<file path="config.mk">
export PLATFORM = sky130hd
export DESIGN_NAME = lsu_req_queue
export DESIGN_NICKNAME = d
export VERILOG_FILES = /design/src/rtl/lsu_req_queue.sv
export SDC_FILE = /design/constraint.sdc
export NUM_CORES = 1
export LEC_CHECK = 0
export BUFFER_PORTS_ARGS = -buffer_cell sky130_fd_sc_hd__buf_2
export CORE_MARGIN = 10
export CORE_UTILIZATION = 40
export CTS_BUF_LIST = sky130_fd_sc_hd__clkbuf_8
export CTS_CLUSTER_SIZE = 12
export DETAILED_ROUTE_END_ITERATION = 8
export PLACE_DENSITY_LB_ADDON = 0.2
export SYNTH_ARGS = -nofsm -noshare
export SYNTH_HDL_FRONTEND = slang
export SYNTH_SLANG_ARGS = --single-unit
</file>
<file path="constraint.sdc">
create_clock -name clk -period 2.8 [get_ports clk]
set_clock_uncertainty 0.15 [all_clocks]
set_input_delay 0.42 -clock clk [delete_from_list [all_inputs] [get_ports clk]]
set_output_delay 0.42 -clock clk [all_outputs]
set_load 0.02 [all_outputs]
</file>
<file path="src/rtl/lsu_req_queue.sv">
`default_nettype none
// ============================================================================
// Module   : lsu_req_queue
// In-order load/store request FIFO feeding a one-access-at-a-time sequencer
// for the data memory strobe/stall port. Optional macro LSU_TIMEOUT_EN adds
// an access-abort timeout.
// Revision : 1.0
// ============================================================================
module lsu_req_queue #(
    parameter int DEPTH   = 4,
    parameter int TIMEOUT = 64
) (
    input  logic        clk,
    input  logic        rst,
    input  logic        req_valid,
    output logic        req_ready,
    input  logic        req_write,
    input  logic [31:0] req_addr,
    input  logic [31:0] req_wdata,
    input  logic [3:0]  req_sign_mask,
    output logic        resp_valid,
    output logic        resp_is_load,
    output logic [31:0] resp_rdata,
    output logic        resp_err,
    output logic        busy,
    output logic [31:0] mem_addr,
    output logic [31:0] mem_write_data,
    output logic [3:0]  mem_sign_mask,
    output logic        mem_read,
    output logic        mem_write,
    input  logic [31:0] mem_read_data,
    input  logic        mem_stall
);

    localparam int C_PTR_W = $clog2(DEPTH);
    localparam int C_ENT_W = 1 + 4 + 32 + 32;
    localparam logic [C_PTR_W:0] C_FULL = (C_PTR_W + 1)'(DEPTH);

    typedef enum logic [1:0] {
        ST_IDLE    = 2'd0,
        ST_WAIT_HI = 2'd1,
        ST_WAIT_LO = 2'd2,
        ST_RESP    = 2'd3
    } state_t;

    state_t r_state, w_state_nxt;

    logic [C_ENT_W-1:0] r_fifo [DEPTH];
    logic [C_PTR_W-1:0] r_wr_ptr, r_rd_ptr;
    logic [C_PTR_W:0]   r_count;
    logic [C_ENT_W-1:0] w_head;
    logic               w_empty, w_full, w_push, w_pop;
    logic               w_strobe, w_capture, w_in_access, w_timeout;
    logic               r_is_load;
    logic [31:0]        r_rdata;

    assign w_empty     = (r_count == '0);
    assign w_full      = (r_count == C_FULL);
    assign req_ready   = !w_full;
    assign w_push      = req_valid && !w_full;
    assign w_pop       = (r_state == ST_IDLE) && !w_empty;
    assign w_head      = r_fifo[r_rd_ptr];
    assign w_in_access = (r_state == ST_WAIT_HI) || (r_state == ST_WAIT_LO);

    always_ff @(posedge clk) begin
        if (w_push) begin
            r_fifo[r_wr_ptr] <= {req_write, req_sign_mask, req_wdata, req_addr};
        end
    end

    always_ff @(posedge clk) begin
        if (rst) begin
            r_wr_ptr <= '0;
            r_rd_ptr <= '0;
            r_count  <= '0;
        end else begin
            if (w_push) r_wr_ptr <= r_wr_ptr + 1'b1;
            if (w_pop)  r_rd_ptr <= r_rd_ptr + 1'b1;
            if (w_push && !w_pop)      r_count <= r_count + 1'b1;
            else if (!w_push && w_pop) r_count <= r_count - 1'b1;
        end
    end

`ifdef LSU_TIMEOUT_EN
    localparam int C_TMO_W = $clog2(TIMEOUT + 1);
    logic [C_TMO_W-1:0] r_tmo_cnt;
    logic               r_err;

    always_ff @(posedge clk) begin
        if (rst || w_pop)      r_tmo_cnt <= '0;
        else if (w_in_access)  r_tmo_cnt <= r_tmo_cnt + 1'b1;
    end

    assign w_timeout = w_in_access && (r_tmo_cnt == C_TMO_W'(TIMEOUT));

    always_ff @(posedge clk) begin
        if (rst || w_pop)   r_err <= 1'b0;
        else if (w_timeout) r_err <= 1'b1;
    end

    assign resp_err = (r_state == ST_RESP) && r_err;
`else
    logic [31:0] w_unused_timeout;
    assign w_unused_timeout = 32'(TIMEOUT);
    assign w_timeout        = 1'b0;
    assign resp_err         = 1'b0;
`endif

    always_ff @(posedge clk) begin
        if (rst) r_state <= ST_IDLE;
        else     r_state <= w_state_nxt;
    end

    // The strobe gates the memory clock, so it must fall in the same cycle
    // mem_stall is first seen low, not one cycle later.
    always_comb begin
        w_state_nxt = r_state;
        w_strobe    = 1'b0;
        w_capture   = 1'b0;
        case (r_state)
            ST_IDLE: begin
                if (!w_empty) w_state_nxt = ST_WAIT_HI;
            end
            ST_WAIT_HI: begin
                w_strobe = 1'b1;
                if (w_timeout) begin
                    w_strobe    = 1'b0;
                    w_state_nxt = ST_RESP;
                end else if (mem_stall) begin
                    w_state_nxt = ST_WAIT_LO;
                end
            end
            ST_WAIT_LO: begin
                w_strobe = mem_stall;
                if (w_timeout) begin
                    w_strobe    = 1'b0;
                    w_state_nxt = ST_RESP;
                end else if (!mem_stall) begin
                    w_capture   = 1'b1;
                    w_state_nxt = ST_RESP;
                end
            end
            ST_RESP: w_state_nxt = ST_IDLE;
            default: w_state_nxt = ST_IDLE;
        endcase
    end

    always_ff @(posedge clk) begin
        if (rst) begin
            mem_addr       <= '0;
            mem_write_data <= '0;
            mem_sign_mask  <= '0;
            r_is_load      <= 1'b0;
            r_rdata        <= '0;
        end else begin
            if (w_pop) begin
                mem_addr       <= w_head[31:0];
                mem_write_data <= w_head[63:32];
                mem_sign_mask  <= w_head[67:64];
                r_is_load      <= !w_head[68];
            end
            if (w_capture)      r_rdata <= r_is_load ? mem_read_data : 32'd0;
            else if (w_timeout) r_rdata <= 32'd0;
        end
    end

    assign mem_read     = r_is_load && w_strobe;
    assign mem_write    = !r_is_load && w_strobe;
    assign resp_valid   = (r_state == ST_RESP);
    assign resp_is_load = (r_state == ST_RESP) && r_is_load;
    assign resp_rdata   = r_rdata;
    assign busy         = !w_empty || (r_state != ST_IDLE);

endmodule
`default_nettype wire

</file>
==> results of run 1 <==
[what timing repair did]
item | 4_1_cts | 5_1_grt
buffers inserted | 0 | 0
hold buffers | 103 | 0
endpoints found under the hold margin | 314 | 0
[per-stage QoR]
step | cells | total power [mW]
floorplan | 735 | 10.16
global placement | 1374 | 11.52
detailed placement | 1374 | 11.54
CTS | 1593 | 16.70
global route | 1594 | 17.31
finish | 1594 | 16.43
[Yosys cell counts, drive strengths merged]
cell type / count
a31o: 1
and2: 1
o31a: 1
xnor2: 1
mux4: 69
nor3b: 1
or4b: 1
fa: 1
conb: 1
xor2: 2
nor2: 10
a21oi: 37
nand4: 1
a22o: 68
edfxtp: 276
a221oi: 1
nand3: 35
o21ai: 4
nand2b: 2
nand2: 34
dfxtp: 112
a211oi: 1
inv: 9
clkbuf: 23
mux2i: 1
and3: 5
nor2b: 1
or3: 2
ha: 9
buf: 24
a21o: 1
[final cells by class]
| cell class | instances | area, sq um | area share |
|---|---|---|---|
| Multi-Input combinational cell | 291 | 3048 | 0.1708 |
| Timing Repair Buffer | 334 | 2327 | 0.1304 |
| Tap cell | 455 | 569.3 | 0.03189 |
| Antenna cell | 1 | 2.502 | 0.0001402 |
| Sequential cell | 388 | 10540 | 0.5904 |
| Inverter | 9 | 33.78 | 0.001893 |
| Clock inverter | 34 | 202.7 | 0.01136 |
| Clock buffer | 82 | 1129 | 0.06323 |
[cells by family (layout without fill, tap and decap cells)]
family,Yosys count,after routing,share of synthesized area
flops,388,388,0.7608
simple gates,93,93,0.03200
buf+inv,56,459,0.02097
mux,70,70,0.1130
xor+xnor,3,3,0.001899
other cells,1,2,0.0002709
compound gates,114,114,0.06147
fa+ha+maj,10,10,0.009583
[metal layers]
layer | wire length (um) | vias to the layer above | GRT usage | share of wire
met2 | 15210 | 215 | 0.2399 | 0.49
met4 | 464 | 0 | 0.04352 | 0.015
met5 | 0 | - | 0 | 0
li1 | - | 3647 | - | -
met3 | 1970 | 45 | 0.03762 | 0.063
met1 | 13560 | 3940 | 0.1855 | 0.43
[worst max-delay path by stage]
stage / start / slack, ns / end
after floorplan: r_count[0] / 0.51 / r_fifo[0][0]
after CTS: r_state[1] / 0.16 / busy
after detailed placement: r_state[0] / 0.42 / r_count[2]
final: r_state[0] / 0.24 / busy
after global placement: r_state[0] / 0.45 / r_count[2]
after global routing: r_state[0] / 0.11 / busy
[registers in the layout, summed over array words and instances (netlist names), named ones only]
| name | cells |
|---|---|
| r_fifo | 276 |
| mem_addr | 32 |
| mem_write_data | 32 |
| resp_rdata | 32 |
| mem_sign_mask | 4 |
| r_count | 3 |
| r_rd_ptr | 2 |
| r_state | 2 |
| r_wr_ptr | 2 |
| r_is_load | 1 |
[power by group]
group	total, mW	internal, mW	switching (mW)
sequential	7.51	7.01	0.497
combinational	3.93	1.70	2.23
clock	4.98	2.80	2.18
total	16.4	11.5	4.91
[worst reg2reg max path: stages, from the launching register on]
cell	delay [ns]
dfxtp_1	0.36
inv_1	0.09
ha_1	0.25
o31a_4	0.15
inv_2	0.10
ha_1	0.18
inv_1	0.06
fa_1	0.37
xor2_1	0.18
or3_1	0.31
a21oi_1	0.14
==> metrics, run 1 <==
Crit. path cell count=4; Max VDD drop=579.3 uV; hold path depth=4; Root Buffer=clkbuf_8; vias in the first global route=8432; delay of the slowest critical-path stage=0.53 ns; Seq cells post-synth=388; reg2reg end=r_count[2]; CTS clk-pin slew, worst paths=0.06 ns; CTS resizes=0; hold crit path type=in -> reg; Congestion Overflow GR=0; Slowest-stage cell, CP=or4b_1; PD cells=920.3 nW/um^2; HP Start=mem_stall; initial drt markers=383; remaining antenna violation count=0; Die Ht=206.0 um; Layout Cell Area excl Fill=17850 sq um; Setup Slack @ Placement=0.4241 ns; r2r startpoint=r_state[0]; post-DP HPWL=18290 um; largest net degree at the start of global routing=41; Port Buffer Count=210; CTS Buf Count=61; Tmin final=2.563 ns; Synth Net Count=850; CP Cell Sequence=inv_1 > ha_1 > or4b_1 > buf_2; status=finished, final reports clean; cells on worst reg2reg path=10; Netlist cell types=38; via count=7847; worst hold slack=0.1046 ns; Fillers=2853; H-tree depth=2; wire length per cell=19.57 um; clk buf depth=3; Area Growth Syn to Fin=28.96%; Mean Syn Cell Area=18.83 sq um; final hold viol count=0; type of the worst setup path=reg -> out; clk sink count=388; Max-Cap Viols=0; leakage power=6.642 nW; Skew-Pair Late Insertion Delay=0.60 ns; Post-Route WL=31200 um; synth top area cells=edfxtp_1 60%, dfxtp_1 16%, mux4_2 11%, a22o_1 4.3%, a21oi_1 1.3%; Max Slew Vio Count=0; CTS tree=done; crit-path max FO=4; WP data required=2.23 ns; CP Capture Type=output pin; share of the synthesized area in the top cell type=0.5988; final setup violation count=0; Critical Path AT=1.99 ns; Fmax=390.2 MHz; I/O pin total=212; Initial Util=0.4027; yosys warns=0; global-route wire length before repair=48300 um; Seq/Total Area, Yosys=0.7608; largest area contributor in the netlist=edfxtp_1; fin worst setup slack=0.2370 ns; slew of the pin with the lowest slew margin=0.5617 ns; final critical-path share of the clock period=0.9154; Post-Syn Area=13840 sq um; final net count=1200; layout cells sized above 1=0.3568; core area=34370 sq um; commonest non-fill, non-tap cell in the layout=edfxtp_1; total die area=42440 sq um; most frequent cells in the layout=276 x edfxtp_1, 210 x buf_2, 110 x dfxtp_1; initial antenna violation count=1; Mapped Cells=735; Final Util=0.5193; via/cell ratio=4.923; Worst Hold Endpoint=r_state[1]; r2r setup slk=0.42 ns; placed instance area=15480 sq um; Final GP Congestion=0.7758; Crit path buffers/inverters=2; RSZ-0062 raised after global routing=no; Die Width=206.0 um; CP delay by family, top=simple AND/OR/NAND/NOR gates; gr usage total=0.1454; # DRC=0; setup TNS=0 ns; FP Rows=68; Startpoint Class=register; Rel. slew slack=0.6255; Initial DRT Pass Iterations=4
Power figures use the tool's default switching activity.
==> inputs of run 2 (changes only) <==
==> constraint.sdc (replaced) <==
create_clock -name clk -period 2.3 [get_ports clk]
set_clock_uncertainty 0.15 [all_clocks]
set_input_delay 0.345 -clock clk [delete_from_list [all_inputs] [get_ports clk]]
set_output_delay 0.345 -clock clk [all_outputs]
set_load 0.02 [all_outputs]
==> run 2 against run 1 <==
Cell area rose by 0.14%. Global-route usage fell by 0.082 points. First-iteration DRC count rose by 1.3%. Critical path type unchanged. Largest cell class unchanged. Highest routed layer unchanged.
==> metrics, run 2 (synthesis gave the netlist of run 1 again) <==
cells on worst reg2reg path=8; most frequent cells in the layout=276 x edfxtp_1, 207 x buf_2, 107 x dfxtp_1; Skew-Pair Late Insertion Delay=0.56 ns; setup TNS=0 ns; I/O pin total=212; crit path to=busy; slew of the pin with the lowest slew margin=0.5225 ns; combinational power share=0.255; footprint of the multi-input gates=3074 sq um; post-DP HPWL=17250 um; delay of the slowest critical-path stage=0.49 ns; leakage power=6.667 nW; CP Capture Type=output pin; Die Ht=206.0 um; Fillers=2822; commonest non-fill, non-tap cell in the layout=edfxtp_1; Die Width=206.0 um; WP data required=1.80 ns; r2r setup slk=0.08 ns; gr usage total=0.1446; FF/Latch Area=10540 sq um; remaining antenna violation count=0; # DRC=0; Slowest-stage cell, CP=or4b_4; CTS Buf Count=66; DP Cell Count=1371; Port Buffer Count=210; r2r startpoint=r_count[2]; Most flops, register=r_fifo; Congestion Overflow GR=0; wire length per cell=19.43 um; reg2reg end=r_count[2]; power share of the clock group=0.292; Post-Route WL=31050 um; Seq pwr share=0.453; Rel. slew slack=0.6512; core area=34370 sq um; via count=7846; Psw=5.977 mW; total die area=42440 sq um; Design Power=20.01 mW; CP delay by family, top=simple AND/OR/NAND/NOR gates; final net count=1205; CTS tree=done; PD cells=1119 nW/um^2; Crit. path cell count=4; crit-path max FO=3; Max-Cap Viols=0; status=finished, final reports clean; Max VDD drop=526.4 uV; Area Growth Syn to Fin=29.14%; clk sink count=388; final hold viol count=0; Final GP Congestion=0.7824; Int Power=14.03 mW; max reg flops=276; final setup violation count=0; Root Buffer=clkbuf_8; H-tree depth=3; CTS clk-pin slew, worst paths=0.06 ns; Startpoint Class=register; worst hold slack=0.06582 ns; clk buf depth=3; Max Slew Vio Count=0; Crit path buffers/inverters=2; initial drt markers=388; sw frac=0.2987; Tmin final=2.253 ns; Critical Path AT=1.76 ns; Fmax=443.9 MHz; final critical-path share of the clock period=0.9795; global-route wire length before repair=47670 um; CP Cell Sequence=inv_4 > ha_4 > or4b_4 > buf_6; largest net degree at the start of global routing=70; via/cell ratio=4.910; FP Rows=68; RSZ-0062 raised after global routing=yes; Non-Filler Instances=1598; layout cells sized above 1=0.3538; Initial Util=0.4027; initial antenna violation count=1; Critical Path Source=r_state[0]; Initial DRT Pass Iterations=5; hold crit path type=in -> reg; vias in the first global route=8400; type of the worst setup path=reg -> out
[run 2: what timing repair did]
action                                 4_1_cts  5_1_grt
setup buffers                                2        1
hold buffers                               103        0
setup endpoints to repair                    4        3
endpoints found under the hold margin      314        0
pin swaps                                    1        1
gates resized for setup                     10        7
[run 2: area by class of cell]
class                           instances  area share
Tap cell                              455     0.03185
Clock inverter                         44     0.01267
Sequential cell                       388      0.5897
Inverter                                9    0.002170
Timing Repair Buffer                  334      0.1329
Antenna cell                            1   0.0001400
Clock buffer                           76     0.05852
Multi-Input combinational cell        291      0.1720
[run 2: worst register-to-register path, stage by stage (launching register included)]
cell and delay [ns]:
dfxtp_1 0.35, o31a_4 0.36, inv_2 0.06, ha_1 0.16
inv_1 0.06, fa_1 0.38, xor2_1 0.18, or3_1 0.32
a21oi_1 0.14
[run 2: how the worst min path moves through the flow]
stage | slack, ns | from | cells after the start | to
detailed placement | 0.29 | resp_rdata[12] | 2 | resp_rdata[12]
floorplan | 0.29 | req_addr[0] | 0 | r_fifo[0][0]
finish | 0.07 | mem_stall | 4 | r_state[1]
global route | 0.07 | mem_stall | 4 | r_state[1]
global placement | 0.29 | resp_rdata[14] | 2 | resp_rdata[14]
CTS | 0.01 | mem_stall | 4 | r_state[1]
[run 2: per-stage QoR]
step | util | setup WS [ns] | instance area [sq um]
6_report | 0.5200 | 0.04706 | 17870
5_1_grt | 0.5200 | -0.008796 | 17870
4_1_cts | 0.5193 | -0.02938 | 17850
3_5_place_dp | 0.4509 | -0.01903 | 15500
3_3_place_gp | 0.4509 | 0.05987 | 15500
2_1_floorplan | - | 0.01042 | 13850
[run 2: routing by layer]
metal  part of all wire  vias up  track usage
li1                   -     3654            -
met1               0.42     3892       0.1812
met2               0.49      257       0.2344
met3              0.078       43      0.04749
met4              0.016        0      0.04378
met5                  0        -            0
[run 2: power groups by stage]
stage          sequential (mW)  combinational (mW)  clock (mW)
2_1_floorplan             9.72                2.66           0
3_3_place_gp              9.18                4.94           0
3_5_place_dp              9.18                4.98           0
4_1_cts                   9.07                5.21        6.05
5_1_grt                   9.17                5.53        6.41
6_report                  9.07                5.10        5.84
==> inputs of run 3 (changes only) <==
==> constraint.sdc (replaced) <==
create_clock -name clk -period 2.3 [get_ports clk]
set_clock_uncertainty 0.15 [all_clocks]
set_input_delay 0.345 -clock clk [delete_from_list [all_inputs] [get_ports clk]]
set_output_delay 0.345 -clock clk [all_outputs]
set_load 0.01 [all_outputs]
==> run 3 against run 2 <==
Utilization is 0.35 points higher. Highest routed layer unchanged. Count of clock-buffer cells in the layout is 2 higher. Maximum frequency is 0.91% lower. Flip-flop and latch count stayed put. Final cell count is 0.50% higher. Die area stayed put.
==> metrics, run 3 (synthesis gave the netlist of run 1 again) <==
leakage power=6.697 nW; clk buf depth=3; Initial Util=0.4027; Most flops, register=r_fifo; FF/Latch Area=10540 sq um; initial drt markers=337; HP Start=resp_rdata[30]; delay of the slowest critical-path stage=0.57 ns; wire length per cell=19.78 um; met2 Use GR=0.2477; via count=7947; largest net degree at the start of global routing=70; Final GP Congestion=0.7853; r2r startpoint=r_state[0]; PD cells=1097 nW/um^2; met3 Use GR=0.04639; CP Cell Sequence=dlygate4sd3_1 > buf_2 > inv_1 > nor2_1 > ha_4 > inv_2 > fa_2 > xor2_2 > or3_1 > a21oi_1; Fmax=439.8 MHz; Area Growth Syn to Fin=30.01%; fin worst setup slack=0.02641 ns; Fillers=2845; via/cell ratio=4.948; global-route wire length before repair=49610 um; GRT busiest layer=met2; FP Rows=68; Max Slew Vio Count=0; Post-Route WL=31760 um; Congestion Overflow GR=0; core area=34370 sq um; status=finished, final reports clean; Die Ht=206.0 um; Root Buffer=clkbuf_8; Port Buffer Count=210; Crit path buffers/inverters=4; # DRC=0; Die Width=206.0 um; final hold viol count=0; Skew-Pair Late Insertion Delay=0.58 ns; commonest non-fill, non-tap cell in the layout=edfxtp_1; final net count=1212; max reg flops=276; CTS clk-pin slew, worst paths=0.05 ns; Rel. slew slack=0.6432; CTS tree=done; Slowest-stage cell, CP=dlygate4sd3_1; Max-Cap Viols=0; remaining antenna violation count=0; Critical Path Source=req_valid; crit-path max FO=7; Initial DRT Pass Iterations=4; Startpoint Class=primary input; final setup violation count=0; most frequent cells in the layout=276 x edfxtp_1, 209 x buf_2, 107 x dfxtp_1; Setup Slack @ Placement=0.006343 ns; Tmin final=2.274 ns; layout cells sized above 1=0.3661; GRT met1 Usage=0.1844; worst hold slack=0.3000 ns; DP Cell Count=1376; final critical-path share of the clock period=0.9885; footprint of the multi-input gates=3094 sq um; initial antenna violation count=1; gr usage total=0.1504; RSZ-0062 raised after global routing=yes; vias in the first global route=8698; clk sink count=388; slew of the pin with the lowest slew margin=0.5344 ns; hold crit path type=reg -> reg; Critical Path AT=2.63 ns; Non-Filler Instances=1606; H-tree depth=3; type of the worst setup path=in -> reg; CP delay by family, top=buffers and inverters; CP Capture Type=register; CTS Buf Count=66; total die area=42440 sq um; WP data required=2.65 ns; I/O pin total=212; Max VDD drop=551.3 uV; post-DP HPWL=17930 um
## run 3: cell types whose count changed in the layout (fill, tap and decap cells not counted), moves of 2 or more
cell       change
buf_2          +2
clkinv_2       +5
buf_12         +4
inv_1          -8
clkbuf_8       +2
bufinv_16      -2
## run 3: metal layers
layer	vias up	part of all wire
met1	3993	0.42
met5	-	0
met2	243	0.49
met3	35	0.072
met4	0	0.016
li1	3676	-
## run 3: path summary, 6_finish.rpt
path               endpoint  slack [ns]  cells after the start
min reg2reg  resp_rdata[30]        0.30                      2
min          resp_rdata[30]        0.30                      2
max reg2reg      r_count[2]        0.05                     11
max              r_count[2]        0.03                     10
## run 3: layout make-up
cell class,instances,area share
clock inverters,43,0.01071
clock buffers,78,0.05966
multi-input cells,291,0.1720
repair buffers,341,0.1378
inverters,9,0.002155
flip-flops and latches,388,0.5859
well taps,455,0.03164
diodes,1,0.0001391
## run 3: worst min-delay path, cell delays in order (launching register included)
cell and delay [ns]:
dfxtp_1 0.30, nand2_1 0.05, a21oi_1 0.05
## run 3: power by group
group          total (mW)  internal [mW]  switching, mW
sequential           9.14           8.55          0.585
combinational        4.82           2.41           2.42
clock                5.78           3.10           2.68
total                19.7           14.1           5.68
## run 3: stage by stage
stage               setup TNS (ns)    util  cell area, sq um  power [mW]
CTS                      -0.008273  0.5221             17940       20.00
detailed placement               0  0.4535             15590       13.84
global route              -0.08512  0.5235             17990       20.86
finish                           0  0.5235             17990       19.74
global placement                 0  0.4535             15590       13.80
floorplan                        0       -             13850       11.93
## run 3: timing repair
item	CTS	global route
resized for setup	12	9
hold buffers	104	0
hold endpoints to repair	315	0
endpoints found under the setup margin	4	4
buffers inserted	2	2
pin swaps	1	5
